==> src/rtl/auth_sequencer_pkg.sv <==
// Shared definitions for the authentication sequencer: state encodings,
// field widths and the saturating failure-count helper.
package auth_sequencer_pkg;

    localparam int USER_ID_W  = 5;
    localparam int FAIL_CNT_W = 4;

    typedef enum logic [1:0] {
        S_ID    = 2'b00,
        S_PSWD  = 2'b01,
        S_GRANT = 2'b10,
        S_LOCK  = 2'b11
    } state_e;

    // Increment a failure count, holding it at max_cnt so the 4-bit field never wraps.
    function automatic logic [FAIL_CNT_W-1:0] fail_inc(
        input logic [FAIL_CNT_W-1:0] cnt,
        input logic [FAIL_CNT_W-1:0] max_cnt
    );
        logic [FAIL_CNT_W-1:0] res;
        if (cnt >= max_cnt) begin
            res = max_cnt;
        end else begin
            res = cnt + 4'd1;
        end
        return res;
    endfunction

endpackage

==> src/rtl/auth_cycle_timer.sv <==
// Loadable up-counter with clear and a terminal-count flag at TERMINAL-1.
// Used for both the lockout period and the password-entry timeout.
module auth_cycle_timer #(
    parameter int TERMINAL = 8,
    parameter int CNT_W    = (TERMINAL > 1) ? $clog2(TERMINAL) : 1
) (
    input  logic             clk,
    input  logic             rst_n,
    input  logic             clr_i,
    input  logic             load_i,
    input  logic [CNT_W-1:0] load_val_i,
    input  logic             en_i,
    output logic             tc_o
);

    localparam logic [CNT_W-1:0] TC_VAL = CNT_W'(TERMINAL - 1);

    logic [CNT_W-1:0] cnt_q;
    logic [CNT_W-1:0] cnt_d;

    // Next count: clear beats load, load beats increment.
    always_comb begin
        cnt_d = cnt_q;
        if (clr_i) begin
            cnt_d = '0;
        end else if (load_i) begin
            cnt_d = load_val_i;
        end else if (en_i) begin
            cnt_d = cnt_q + CNT_W'(1);
        end else begin
            cnt_d = cnt_q;
        end
    end

    // Count register.
    always_ff @(posedge clk or negedge rst_n) begin
        if (!rst_n) begin
            cnt_q <= '0;
        end else begin
            cnt_q <= cnt_d;
        end
    end

    assign tc_o = (cnt_q == TC_VAL);

endmodule

==> src/rtl/auth_sequencer.sv <==
// Top-level login sequencer: ID check, then password check, with a
// consecutive-failure lockout, a password-entry timeout and session hold.
module auth_sequencer
    import auth_sequencer_pkg::*;
#(
    parameter int MAX_ATTEMPTS  = 3,
    parameter int LOCK_CYCLES   = 50000000,
    parameter int ENTRY_TIMEOUT = 250000000
) (
    input  logic                  Clk,
    input  logic                  Reset,
    input  logic                  EnterPswd,
    input  logic                  LogOutPulse,
    input  logic                  IDOK,
    input  logic                  IDFail,
    input  logic [USER_ID_W-1:0]  InternalID,
    input  logic                  PswdOK,
    input  logic                  PswdFail,
    output logic                  IDEnable,
    output logic                  PswdEnable,
    output logic                  ClearCheckers,
    output logic                  LoggedIn,
    output logic                  LockedOut,
    output logic [USER_ID_W-1:0]  UserID,
    output logic [FAIL_CNT_W-1:0] FailCount
);

    localparam logic [FAIL_CNT_W-1:0] MAX_FAIL = FAIL_CNT_W'(MAX_ATTEMPTS);

    state_e                  state_q, state_d;
    logic [USER_ID_W-1:0]    user_id_q, user_id_d;
    logic [FAIL_CNT_W-1:0]   fail_cnt_q, fail_cnt_d;
    logic                    clear_q, clear_d;
    logic                    id_en_q, id_en_d;
    logic                    pswd_en_q, pswd_en_d;
    logic                    logged_in_q, logged_in_d;
    logic                    locked_out_q, locked_out_d;

    logic                    lock_tc_s;
    logic                    entry_tc_s;
    logic                    timeout_s;

    // An EnterPswd press in the terminal cycle restarts the window instead of aborting.
    assign timeout_s = entry_tc_s && !EnterPswd;

    auth_cycle_timer #(.TERMINAL(LOCK_CYCLES)) u_lock_timer (
        .clk        (Clk),
        .rst_n      (Reset),
        .clr_i      ((state_q != S_LOCK) || lock_tc_s),
        .load_i     (1'b0),
        .load_val_i ('0),
        .en_i       (state_q == S_LOCK),
        .tc_o       (lock_tc_s)
    );

    auth_cycle_timer #(.TERMINAL(ENTRY_TIMEOUT)) u_entry_timer (
        .clk        (Clk),
        .rst_n      (Reset),
        .clr_i      ((state_q != S_PSWD) || EnterPswd),
        .load_i     (1'b0),
        .load_val_i ('0),
        .en_i       (state_q == S_PSWD),
        .tc_o       (entry_tc_s)
    );

    // Next-state and next-output decode; abort beats fail beats OK beats timeout.
    always_comb begin
        state_d    = state_q;
        user_id_d  = user_id_q;
        fail_cnt_d = fail_cnt_q;
        clear_d    = 1'b0;
        case (state_q)
            S_ID: begin
                if (LogOutPulse) begin
                    clear_d   = 1'b1;
                    user_id_d = '0;
                end else if (IDFail) begin
                    fail_cnt_d = fail_inc(fail_cnt_q, MAX_FAIL);
                    clear_d    = 1'b1;
                    if (fail_cnt_d == MAX_FAIL) begin
                        state_d = S_LOCK;
                    end else begin
                        state_d = S_ID;
                    end
                end else if (IDOK) begin
                    user_id_d = InternalID;
                    state_d   = S_PSWD;
                end else begin
                    state_d = S_ID;
                end
            end
            S_PSWD: begin
                if (LogOutPulse) begin
                    state_d   = S_ID;
                    clear_d   = 1'b1;
                    user_id_d = '0;
                end else if (PswdFail) begin
                    fail_cnt_d = fail_inc(fail_cnt_q, MAX_FAIL);
                    clear_d    = 1'b1;
                    user_id_d  = '0;
                    if (fail_cnt_d == MAX_FAIL) begin
                        state_d = S_LOCK;
                    end else begin
                        state_d = S_ID;
                    end
                end else if (PswdOK) begin
                    state_d    = S_GRANT;
                    fail_cnt_d = '0;
                end else if (timeout_s) begin
                    state_d   = S_ID;
                    clear_d   = 1'b1;
                    user_id_d = '0;
                end else begin
                    state_d = S_PSWD;
                end
            end
            S_GRANT: begin
                if (LogOutPulse) begin
                    state_d   = S_ID;
                    clear_d   = 1'b1;
                    user_id_d = '0;
                end else begin
                    state_d = S_GRANT;
                end
            end
            S_LOCK: begin
                if (lock_tc_s) begin
                    state_d    = S_ID;
                    fail_cnt_d = '0;
                end else begin
                    state_d = S_LOCK;
                end
            end
            default: begin
                state_d    = S_ID;
                user_id_d  = '0;
                fail_cnt_d = '0;
            end
        endcase

        id_en_d      = (state_d == S_ID);
        pswd_en_d    = (state_d == S_PSWD);
        logged_in_d  = (state_d == S_GRANT);
        locked_out_d = (state_d == S_LOCK);
    end

    // State and registered-output flops.
    always_ff @(posedge Clk or negedge Reset) begin
        if (!Reset) begin
            state_q      <= S_ID;
            user_id_q    <= '0;
            fail_cnt_q   <= '0;
            clear_q      <= 1'b0;
            id_en_q      <= 1'b1;
            pswd_en_q    <= 1'b0;
            logged_in_q  <= 1'b0;
            locked_out_q <= 1'b0;
        end else begin
            state_q      <= state_d;
            user_id_q    <= user_id_d;
            fail_cnt_q   <= fail_cnt_d;
            clear_q      <= clear_d;
            id_en_q      <= id_en_d;
            pswd_en_q    <= pswd_en_d;
            logged_in_q  <= logged_in_d;
            locked_out_q <= locked_out_d;
        end
    end

    assign IDEnable      = id_en_q;
    assign PswdEnable    = pswd_en_q;
    assign ClearCheckers = clear_q;
    assign LoggedIn      = logged_in_q;
    assign LockedOut     = locked_out_q;
    assign UserID        = user_id_q;
    assign FailCount     = fail_cnt_q;

endmodule
==> config.mk <==
export PLATFORM = sky130hd
export DESIGN_NAME = auth_sequencer
export DESIGN_NICKNAME = d
export VERILOG_FILES = /design/src/rtl/auth_sequencer_pkg.sv /design/src/rtl/auth_cycle_timer.sv /design/src/rtl/auth_sequencer.sv
export SDC_FILE = /design/constraint.sdc
export NUM_CORES = 1
export LEC_CHECK = 0
export ABC_AREA = 1
export BUFFER_PORTS_ARGS = -buffer_cell sky130_fd_sc_hd__buf_4
export CORE_MARGIN = 10
export CORE_UTILIZATION = 56
export DETAILED_ROUTE_END_ITERATION = 12
export GPL_TIMING_DRIVEN = 0
export PLACE_DENSITY = 0.82
export SLEW_MARGIN = 20
export SYNTH_ARGS = -nofsm -noshare
export SYNTH_HDL_FRONTEND = slang
export SYNTH_HIERARCHICAL = 1
export SYNTH_SLANG_ARGS = --single-unit
==> constraint.sdc <==
create_clock -name Clk -period 1.9 [get_ports Clk]
set_input_delay 0.19 -clock Clk [delete_from_list [all_inputs] [get_ports Clk]]
set_output_delay 0.19 -clock Clk [all_outputs]
set_load 0.03 [all_outputs]
==> results.sh, run 1 <==
export IMPL_min_period_ns=2.05
export IMPL_syn_area_per_cell_um2=6.51
export IMPL_synthDominantCellAreaShare=0.328
export IMPL_required_ns=2.14
export IMPL_insertion_delay_ns=0.35
export IMPL_p_switching_mw=2.30
export IMPL_grt_usage=0.209
export IMPL_worstSetupStartpointType="flop"
export IMPL_vias_per_cell=5.13
export IMPL_synth_seq_area_share=0.333
export IMPL_drt_first_pass_iters=5
export IMPL_rows=35
export IMPL_syn_area_mm2=0.00526
export IMPL_ir_drop_v=0.000783
export IMPL_fmax_mhz=489
export IMPL_place_gp_congestion=0.979
export IMPL_p_seq_frac=0.345
export IMPL_status="complete, but fails checks"
export IMPL_synth_top_cell_by_area="dfrtp_1"
export IMPL_port_buffers=26
export IMPL_core_mm2=0.00920
export IMPL_clkPwrFrac=0.259
export IMPL_syn_inst=808
export IMPL_grt_pass1_wl_mm=23.1
export IMPL_pwr_share_comb=0.396
export IMPL_cts_tree="done"
export IMPL_drive_gt1_frac=0.189
export IMPL_yosys_warnings=6
export IMPL_die_w_um=117
export IMPL_cts_sinks=70
export IMPL_grt_max_degree=71
export IMPL_antenna_found_initial=0
export IMPL_p_leak_nw=3.13
export IMPL_hold_violations=42
export IMPL_max_cap_violations=0
export IMPL_seq_area_mm2=0.00176
export IMPL_fin_util=0.701
export IMPL_synthTopCellsByArea="dfrtp_1, nand2_1, nor2_1"
export IMPL_clockBufferDepth=2
export IMPL_drc_errors=0
export IMPL_rsz0062_at_grt="yes"
export IMPL_postCtsHoldBufs=0
export IMPL_async_reset_ff_frac=1.00
export IMPL_synth_distinct_cells=44
export IMPL_pwr_density_cell_mw_per_mm2=905
export IMPL_drt_total_wl_mm=13.6
export IMPL_fin_crit_sh=1.08
export IMPL_io_pins=27
export IMPL_drv_slew=0
export IMPL_start_util=0.572
export IMPL_multiInputGateArea_mm2=0.00345
export IMPL_drtIter0Drc=404
export IMPL_cts_buffers=9
export IMPL_die_area_mm2=0.0137
export IMPL_path_class="flop to flop"
export IMPL_dp_hpwl_mm=9.23
export IMPL_gr_total_overflow=0
export IMPL_area_growth_synth_to_final_pct=22.5
export IMPL_filler_cell_count=759
export IMPL_violations="hold timing, setup timing"
export IMPL_hp_class="input pin to async pin"
export IMPL_finClkSkew_ns=0.00991
export IMPL_root_buffer="clkbuf_8"
export IMPL_synthFlopType="dfrtp_1"
export IMPL_grt_pass1_vias=4940
export IMPL_nNetsFinal=944
export IMPL_relSlewSlack=0.385
export IMPL_internal_power_mw=3.54
export IMPL_crit_arrival_ns=2.29
export IMPL_power_mw=5.83
export IMPL_h_tree_depth=3
export IMPL_crit_fanout=6
export IMPL_hold_ws_ns=-0.0589
export IMPL_antenna_cells=0
export IMPL_ys_seq_elements=70
export IMPL_ant_nets=0
export IMPL_fp_dieH_um=117
export IMPL_vias=5338
export IMPL_synth_edf_count=0
export IMPL_synth_most_common_cell="nand2_1"
export IMPL_endpoint_kind="flop"
export IMPL_fin_ws_ns=-0.146
export IMPL_clk_pin_slew_ns=0.08
export IMPL_tightest_slew_ns=0.923
export IMPL_swShare=0.394
export IMPL_wl_per_cell_um=13.1
export IMPL_synth_commonest_cells="nand2_1, nor2_1, inv_1, dfrtp_1, nand3_1"
export IMPL_setup_viol=26
[placed cells by master, fill, tap and decap left out, types with 3 or more instances in the layout]
cell / instances
o21ai_0: 23
o31ai_2: 5
nor2_2: 17
inv_1: 79
o21ai_1: 31
inv_2: 6
nand2_4: 8
buf_2: 5
clkbuf_1: 3
buf_4: 47
xnor2_1: 3
ha_1: 3
bufinv_16: 3
a21oi_1: 8
nand3_2: 4
xor2_1: 11
clkbuf_8: 16
ha_4: 3
nor3_4: 3
conb_1: 59
nand4_1: 4
nand2_1: 233
nor2_1: 153
dfrtp_1: 67
nand3_1: 58
o31ai_1: 4
nand2_2: 18
o22ai_1: 3
nor2_4: 13
[registers in the layout, indices dropped and copies added, names as in the netlist]
name and flops:
state_q 2, ClearCheckers 1, u_lock_timer/cnt_q 26, PswdEnable 1, LoggedIn 1, LockedOut 1
IDEnable 1, FailCount 4, u_entry_timer/cnt_q 28, UserID 5
[what timing repair did]
item	CTS	global route
cloned	3	0
pin swaps	26	16
gates resized for setup	21	27
endpoints found under the setup margin	59	66
buffers inserted	9	10
[per-layer routing]
metal / routed length, um / share of wire / GRT usage
met5: 0 / 0 / 0
met2: 6510 / 0.48 / 0.340
met4: 227 / 0.017 / 0.0692
met1: 6090 / 0.45 / 0.275
met3: 781 / 0.057 / 0.0341
[cell families (layout without fill, tap and decap cells)]
group / Yosys count / after routing / share of synthesized area
AOI/OAI and AO/OA: 80 / 81 / 0.0861
xor gates and xnor gates: 14 / 14 / 0.0233
adders and majority gates: 7 / 7 / 0.0166
buffers and inverters: 108 / 170 / 0.0870
DFF: 70 / 70 / 0.333
other: 1 / 59 / 0.000713
and+or+nand+nor: 528 / 528 / 0.453
[worst max-delay path: stages, from the launching register on]
cell	delay [ns]
dfrtp_1	0.42
ha_4	0.17
nand2_4	0.06
nor2_8	0.10
nand2_4	0.07
nor4_4	0.31
or2_4	0.22
o21bai_4	0.20
clkbuf_8	0.23
nor2_1	0.05
nand2_1	0.05
nand2_1	0.05
[final timing paths]
path	from	to	slack, ns	depth (start not counted)
worst max-delay path	u_lock_timer/cnt_q[1]	u_lock_timer/cnt_q[22]	-0.15	11
worst max register to register	u_lock_timer/cnt_q[1]	u_lock_timer/cnt_q[22]	-0.15	11
min in group Clk	InternalID[1]	UserID[1]	0.08	3
max in group asynchronous	Reset	u_entry_timer/cnt_q[22]	1.29	1
worst min-delay path	Reset	u_lock_timer/cnt_q[11]	-0.06	1
worst min register to register	UserID[1]	UserID[1]	0.49	2
[power groups by stage]
stage | registers [mW] | clock network, mW | logic [mW]
floorplan | 2.19 | 0 | 1.25
global placement | 2.01 | 0 | 1.94
detailed placement | 2.02 | 0 | 1.97
CTS | 1.99 | 1.52 | 2.09
global route | 2.05 | 1.59 | 2.56
finish | 2.01 | 1.51 | 2.31
[per-stage QoR]
stage | setup TNS [ns] | std cells | setup WS, ns | area (um2) | hold WS, ns
CTS | -2.28 | 1030 | -0.120 | 6260 | 0.00814
global placement | -8.58 | 1003 | -0.255 | 5860 | 0.384
floorplan | 0 | 866 | 0.104 | 5520 | -0.106
global route | -4.48 | 1040 | -0.207 | 6450 | 0.0417
finish | -2.53 | 1040 | -0.146 | 6450 | -0.0589
detailed placement | -8.96 | 1003 | -0.244 | 5860 | 0.383
[cell type report]
cell class              instances  area share
plain buffers                  18      0.0229
clock buffers                  10      0.0214
clock inverters                 6      0.0169
inverters                      89      0.0528
multi-input cells             689       0.536
flip-flops and latches         70       0.272
well taps                     111      0.0215
repair buffers                 47      0.0567
Power figures use the tool's default switching activity.
==> run 2, diff against run 1 <==
--- a/config.mk
+++ b/config.mk
@@ -8,10 +8,12 @@
 export ABC_AREA = 1
 export BUFFER_PORTS_ARGS = -buffer_cell sky130_fd_sc_hd__buf_4
 export CORE_MARGIN = 10
-export CORE_UTILIZATION = 56
+export CORE_UTILIZATION = 46
+export CTS_BUF_LIST = sky130_fd_sc_hd__clkbuf_2 sky130_fd_sc_hd__clkbuf_4 sky130_fd_sc_hd__clkbuf_8
+export CTS_CLUSTER_SIZE = 16
 export DETAILED_ROUTE_END_ITERATION = 12
 export GPL_TIMING_DRIVEN = 0
-export PLACE_DENSITY = 0.82
+export PLACE_DENSITY = 0.7
 export SLEW_MARGIN = 20
 export SYNTH_ARGS = -nofsm -noshare
 export SYNTH_HDL_FRONTEND = slang
==> results.sh, run 2 (synthesis gave the netlist of run 1 again) <==
export IMPL_fin_cells=1081
export IMPL_port_buffers=26
export IMPL_die_area_mm2=0.0161
export IMPL_final_cell_mix="nand2_1, nor2_1, inv_1"
export IMPL_fp_dieH_um=127
export IMPL_max_cap_violations=0
export IMPL_fin_crit_sh=1.07
export IMPL_clockBufferDepth=2
export IMPL_final_common_cell="nand2_1"
export IMPL_core_mm2=0.0113
export IMPL_drtIter0Drc=382
export IMPL_rsz0062_at_grt="yes"
export IMPL_clkPwrFrac=0.246
export IMPL_tightest_slew_ns=0.932
export IMPL_start_util=0.465
export IMPL_hp_class="input pin to flop"
export IMPL_ant_nets=0
export IMPL_cp_top_family="simple AND/OR/NAND/NOR gates"
export IMPL_relSlewSlack=0.379
export IMPL_drive_gt1_frac=0.232
export IMPL_drc_errors=0
export IMPL_io_pins=27
export IMPL_endpoint_kind="flop"
export IMPL_grt_pass1_vias=4766
export IMPL_largest_reg_flops=28
export IMPL_min_period_ns=2.04
export IMPL_place_gp_congestion=0.902
export IMPL_vias_per_cell=4.82
export IMPL_status="complete, but fails checks"
export IMPL_antenna_cells=0
export IMPL_top_register="u_entry_timer/cnt_q"
export IMPL_dp_slack_ns=-0.315
export IMPL_cts_buffers=9
export IMPL_path_cells="inv_1 -> nand4_1 -> nor2_1 -> nand2_1 -> nor4_4 -> or2_4 -> o21bai_4 -> buf_8 -> nor2_1 -> o21ai_1 -> nand2_1"
export IMPL_pwr_density_cell_mw_per_mm2=884
export IMPL_rows=39
export IMPL_grt_max_degree=71
export IMPL_vias=5209
export IMPL_p_seq_frac=0.341
export IMPL_path_class="flop to flop"
export IMPL_fin_ws_ns=-0.139
export IMPL_clk_pin_slew_ns=0.09
export IMPL_filler_cell_count=1098
export IMPL_p_leak_nw=3.18
export IMPL_drt_total_wl_mm=14.1
export IMPL_internal_power_mw=3.47
export IMPL_path_buf_inv=2
export IMPL_finClkSkew_ns=0.0101
export IMPL_antenna_found_initial=0
export IMPL_gr_total_overflow=0
export IMPL_wl_per_cell_um=13.0
export IMPL_slowest_stage="dfrtp_1"
export IMPL_cts_sinks=70
export IMPL_fmax_mhz=490
export IMPL_worstSetupStartpointType="flop"
export IMPL_violations="setup timing"
export IMPL_drt_first_pass_iters=5
export IMPL_max_stage_delay_ns=0.42
export IMPL_swShare=0.410
export IMPL_h_tree_depth=3
export IMPL_area_growth_synth_to_final_pct=26.4
export IMPL_nNetsFinal=953
export IMPL_crit_fanout=8
export IMPL_cts_tree="done"
export IMPL_place_inst=1035
export IMPL_crit_arrival_ns=2.30
export IMPL_grt_pass1_wl_mm=22.5
export IMPL_pwr_share_comb=0.413
export IMPL_required_ns=2.16
export IMPL_dp_hpwl_mm=9.42
export IMPL_drv_slew=0
export IMPL_ir_drop_v=0.00107
export IMPL_grt_usage=0.168
export IMPL_setup_viol=35
export IMPL_p_switching_mw=2.41
export IMPL_root_buffer="clkbuf_8"
export IMPL_insertion_delay_ns=0.37
export IMPL_hold_violations=0
export IMPL_die_w_um=127
[run 2: timing repair]
item,in CTS,in global routing
buffers inserted,14,13
hold buffers,1,0
cloned,2,1
endpoints found under the setup margin,62,60
resized for setup,24,70
hold endpoints to repair,2,0
pin swaps,26,36
[run 2: final timing paths]
check	slack (ns)	depth (start not counted)	end	startpoint
worst max-delay path	-0.14	11	u_lock_timer/cnt_q[4]	u_lock_timer/cnt_q[24]
worst min-delay path	0.06	3	UserID[0]	InternalID[0]
worst max register to register	-0.14	11	u_lock_timer/cnt_q[4]	u_lock_timer/cnt_q[24]
worst min register to register	0.49	2	UserID[0]	UserID[0]
max in group asynchronous	0.75	2	u_lock_timer/cnt_q[6]	Reset
min in group asynchronous	0.50	2	u_entry_timer/cnt_q[16]	Reset
[run 2: layout make-up]
type                            instances  area [um2]  area share
Multi-Input combinational cell        689        3550       0.534
Inverter                               89         337      0.0506
Timing Repair Buffer                   56         454      0.0683
Sequential cell                        70        1760       0.265
Clock buffer                           10         138      0.0207
Tap cell                              143         179      0.0269
Buffer                                 18         139      0.0209
Clock inverter                          6        91.3      0.0137
[run 2: power groups by stage]
stage / clock, mW / sequential, mW / combinational (mW)
floorplan: 0 / 2.19 / 1.25
global placement: 0 / 2.01 / 1.97
detailed placement: 0 / 2.01 / 1.98
CTS: 1.48 / 1.99 / 2.16
global route: 1.54 / 2.04 / 2.69
finish: 1.45 / 2.00 / 2.43
[run 2: stage by stage]
| stage | utilization | hold WS, ns | cell area (um2) | power (mW) | TNS [ns] |
|---|---|---|---|---|---|
| 2_1_floorplan | - | -0.106 | 5520 | 3.44 | 0 |
| 3_3_place_gp | 0.521 | 0.403 | 5900 | 3.98 | -10.57 |
| 3_5_place_dp | 0.521 | 0.406 | 5900 | 4.00 | -12.11 |
| 4_1_cts | 0.560 | 0.0465 | 6340 | 5.63 | -2.57 |
| 5_1_grt | 0.587 | 0.0488 | 6650 | 6.26 | -6.58 |
| 6_report | 0.587 | 0.0626 | 6650 | 5.88 | -3.13 |
[run 2: routing by layer]
layer / global-route usage / wire length [um] / part of all wire / up-vias
met3: 0.0400 / 616 / 0.044 / 18
met4: 0.0476 / 216 / 0.015 / 0
met5: 0 / 0 / 0 / -
met2: 0.287 / 6970 / 0.50 / 100
met1: 0.205 / 6260 / 0.44 / 2369
li1: - / - / - / 2722
[run 2: worst register-to-register path, delay by kind of cell (launching register included)]
kind                   cells  cell delay (ns)
flip-flops                 1             0.42
AND/OR/NAND/NOR            7             0.95
AO/OA/AOI/OAI              2             0.30
buffers and inverters      2             0.25
==> run 3, diff against run 2 <==
--- a/config.mk
+++ b/config.mk
@@ -12,8 +12,9 @@
 export CTS_BUF_LIST = sky130_fd_sc_hd__clkbuf_2 sky130_fd_sc_hd__clkbuf_4 sky130_fd_sc_hd__clkbuf_8
 export CTS_CLUSTER_SIZE = 16
 export DETAILED_ROUTE_END_ITERATION = 12
+export GPL_ROUTABILITY_DRIVEN = 0
 export GPL_TIMING_DRIVEN = 0
-export PLACE_DENSITY = 0.7
+export PLACE_DENSITY = 0.62
 export SLEW_MARGIN = 20
 export SYNTH_ARGS = -nofsm -noshare
 export SYNTH_HDL_FRONTEND = slang
==> results.sh, run 3 (synthesis gave the netlist of run 1 again) <==
export IMPL_min_period_ns=1.96
export IMPL_clockBufferDepth=2
export IMPL_fin_ws_ns=-0.0552
export IMPL_grt_usage=0.178
export IMPL_fin_crit_sh=1.03
export IMPL_drt_total_wl_mm=14.2
export IMPL_nNetsFinal=948
export IMPL_rows=39
export IMPL_drc_errors=0
export IMPL_fin_cells=1076
export IMPL_status="complete, but fails checks"
export IMPL_required_ns=2.16
export IMPL_r2r_slack_ns=-0.06
export IMPL_core_mm2=0.0113
export IMPL_r2r_start="u_lock_timer/cnt_q[0]"
export IMPL_largest_reg_flops=28
export IMPL_final_cell_mix="nand2_1, nor2_1, inv_1"
export IMPL_crit_fanout=6
export IMPL_grt_pass1_vias=4851
export IMPL_antenna_found_initial=0
export IMPL_grt_pass1_wl_mm=23.6
export IMPL_grt_max_degree=71
export IMPL_tightest_slew_ns=0.949
export IMPL_relSlewSlack=0.367
export IMPL_postCtsHoldBufs=0
export IMPL_wl_per_cell_um=13.2
export IMPL_finClkSkew_ns=0.0168
export IMPL_die_w_um=127
export IMPL_hold_violations=49
export IMPL_r2r_end="u_lock_timer/cnt_q[12]"
export IMPL_cts_buffers=9
export IMPL_antenna_cells=0
export IMPL_root_buffer="clkbuf_8"
export IMPL_cts_sinks=70
export IMPL_drive_gt1_frac=0.213
export IMPL_rsz0062_at_grt="yes"
export IMPL_fp_dieH_um=127
export IMPL_insertion_delay_ns=0.37
export IMPL_h_tree_depth=3
export IMPL_pwr_density_cell_mw_per_mm2=857
export IMPL_endpoint_kind="flop"
export IMPL_hold_ws_ns=-0.0409
export IMPL_dp_hpwl_mm=9.94
export IMPL_hp_class="input pin to async pin"
export IMPL_drtIter0Drc=463
export IMPL_worstSetupStartpointType="flop"
export IMPL_fmax_mhz=511
export IMPL_top_register="u_entry_timer/cnt_q"
export IMPL_cts_tree="done"
export IMPL_io_pins=27
export IMPL_path_class="flop to flop"
export IMPL_ant_nets=0
export IMPL_vias=5186
export IMPL_r2r_cells=11
export IMPL_violations="hold timing, setup timing"
export IMPL_vias_per_cell=4.82
export IMPL_dp_slack_ns=-0.328
export IMPL_p_leak_nw=3.14
export IMPL_drt_first_pass_iters=5
export IMPL_drv_slew=0
export IMPL_port_buffers=26
export IMPL_gr_total_overflow=0
export IMPL_die_area_mm2=0.0161
export IMPL_final_cell_area_mm2=0.00653
export IMPL_place_inst=1035
export IMPL_place_area_mm2=0.00590
export IMPL_start_util=0.465
export IMPL_setup_viol=20
export IMPL_area_growth_synth_to_final_pct=24.0
export IMPL_ir_drop_v=0.000900
export IMPL_final_common_cell="nand2_1"
export IMPL_max_cap_violations=0
export IMPL_clk_pin_slew_ns=0.09
export IMPL_crit_arrival_ns=2.21
==> run 3: cell types whose count changed in the layout (fill, tap and decap cells not counted), sizes merged <==
cell and change:
buf -7, bufinv -2, clkbuf +4, inv -1
clkinvlp +2, dlygate4sd3 -1
==> run 3: critical path, stage by stage, from the launching register on <==
cell      delay (ns)
dfrtp_1         0.40
ha_4            0.16
nand2_4         0.07
nor2_8          0.11
nand2_4         0.07
nor4_4          0.28
or2_4           0.19
o21bai_4        0.19
clkbuf_8        0.24
nor2_1          0.05
nand2_1         0.05
o21ai_1         0.05
==> run 3: per-stage QoR <==
stage | setup TNS, ns | total power [mW] | utilization
CTS | -0.760 | 5.39 | 0.559
floorplan | 0 | 3.44 | -
global route | -3.31 | 5.99 | 0.576
global placement | -10.17 | 3.96 | 0.521
finish | -0.651 | 5.59 | 0.576
detailed placement | -11.32 | 4.02 | 0.521
==> run 3: where the power goes <==
| group | switching, mW | total, mW | internal, mW | leakage [nW] |
|---|---|---|---|---|
| Combinational | 1.50 | 2.43 | 0.928 | 2.10 |
| Sequential | 0.247 | 2.00 | 1.75 | 0.951 |
| Clock | 0.638 | 1.16 | 0.524 | 0.0891 |
| Total | 2.39 | 5.59 | 3.21 | 3.14 |
==> run 3: layout make-up <==
type / count / area (um2)
flip-flops and latches: 70 / 1760
plain buffers: 18 / 141
inverters: 89 / 337
repair buffers: 51 / 403
clock inverters: 5 / 33.8
fillers: 1099 / 4790
well taps: 143 / 179
clock buffers: 11 / 145
multi-input cells: 689 / 3530
==> run 3: how the worst max path moves through the flow <==
| stage | startpoint | endpoint | slack [ns] | cells after the start |
|---|---|---|---|---|
| after floorplan | u_lock_timer/cnt_q[1] | u_lock_timer/cnt_q[5] | 0.10 | 11 |
| after CTS | u_lock_timer/cnt_q[0] | u_lock_timer/cnt_q[7] | -0.05 | 11 |
| final | u_lock_timer/cnt_q[0] | u_lock_timer/cnt_q[12] | -0.06 | 11 |
| after global placement | state_q[1] | u_entry_timer/cnt_q[10] | -0.29 | 7 |
| after detailed placement | state_q[1] | u_entry_timer/cnt_q[8] | -0.33 | 7 |
| after global routing | u_lock_timer/cnt_q[0] | u_lock_timer/cnt_q[21] | -0.15 | 11 |
==> run 3: repair_timing <==
action,CTS,global route
resized for setup,33,41
gates cloned,2,1
endpoints found under the setup margin,57,61
setup buffers,16,7
pin swaps,26,13
==> run 3: layer usage <==
layer / track usage / vias to the layer above / wire length, um
met5: 0 / - / 0
met4: 0.0844 / 0 / 353
met3: 0.0275 / 26 / 378
met2: 0.300 / 90 / 7070
met1: 0.217 / 2364 / 6400
li1: - / 2706 / -
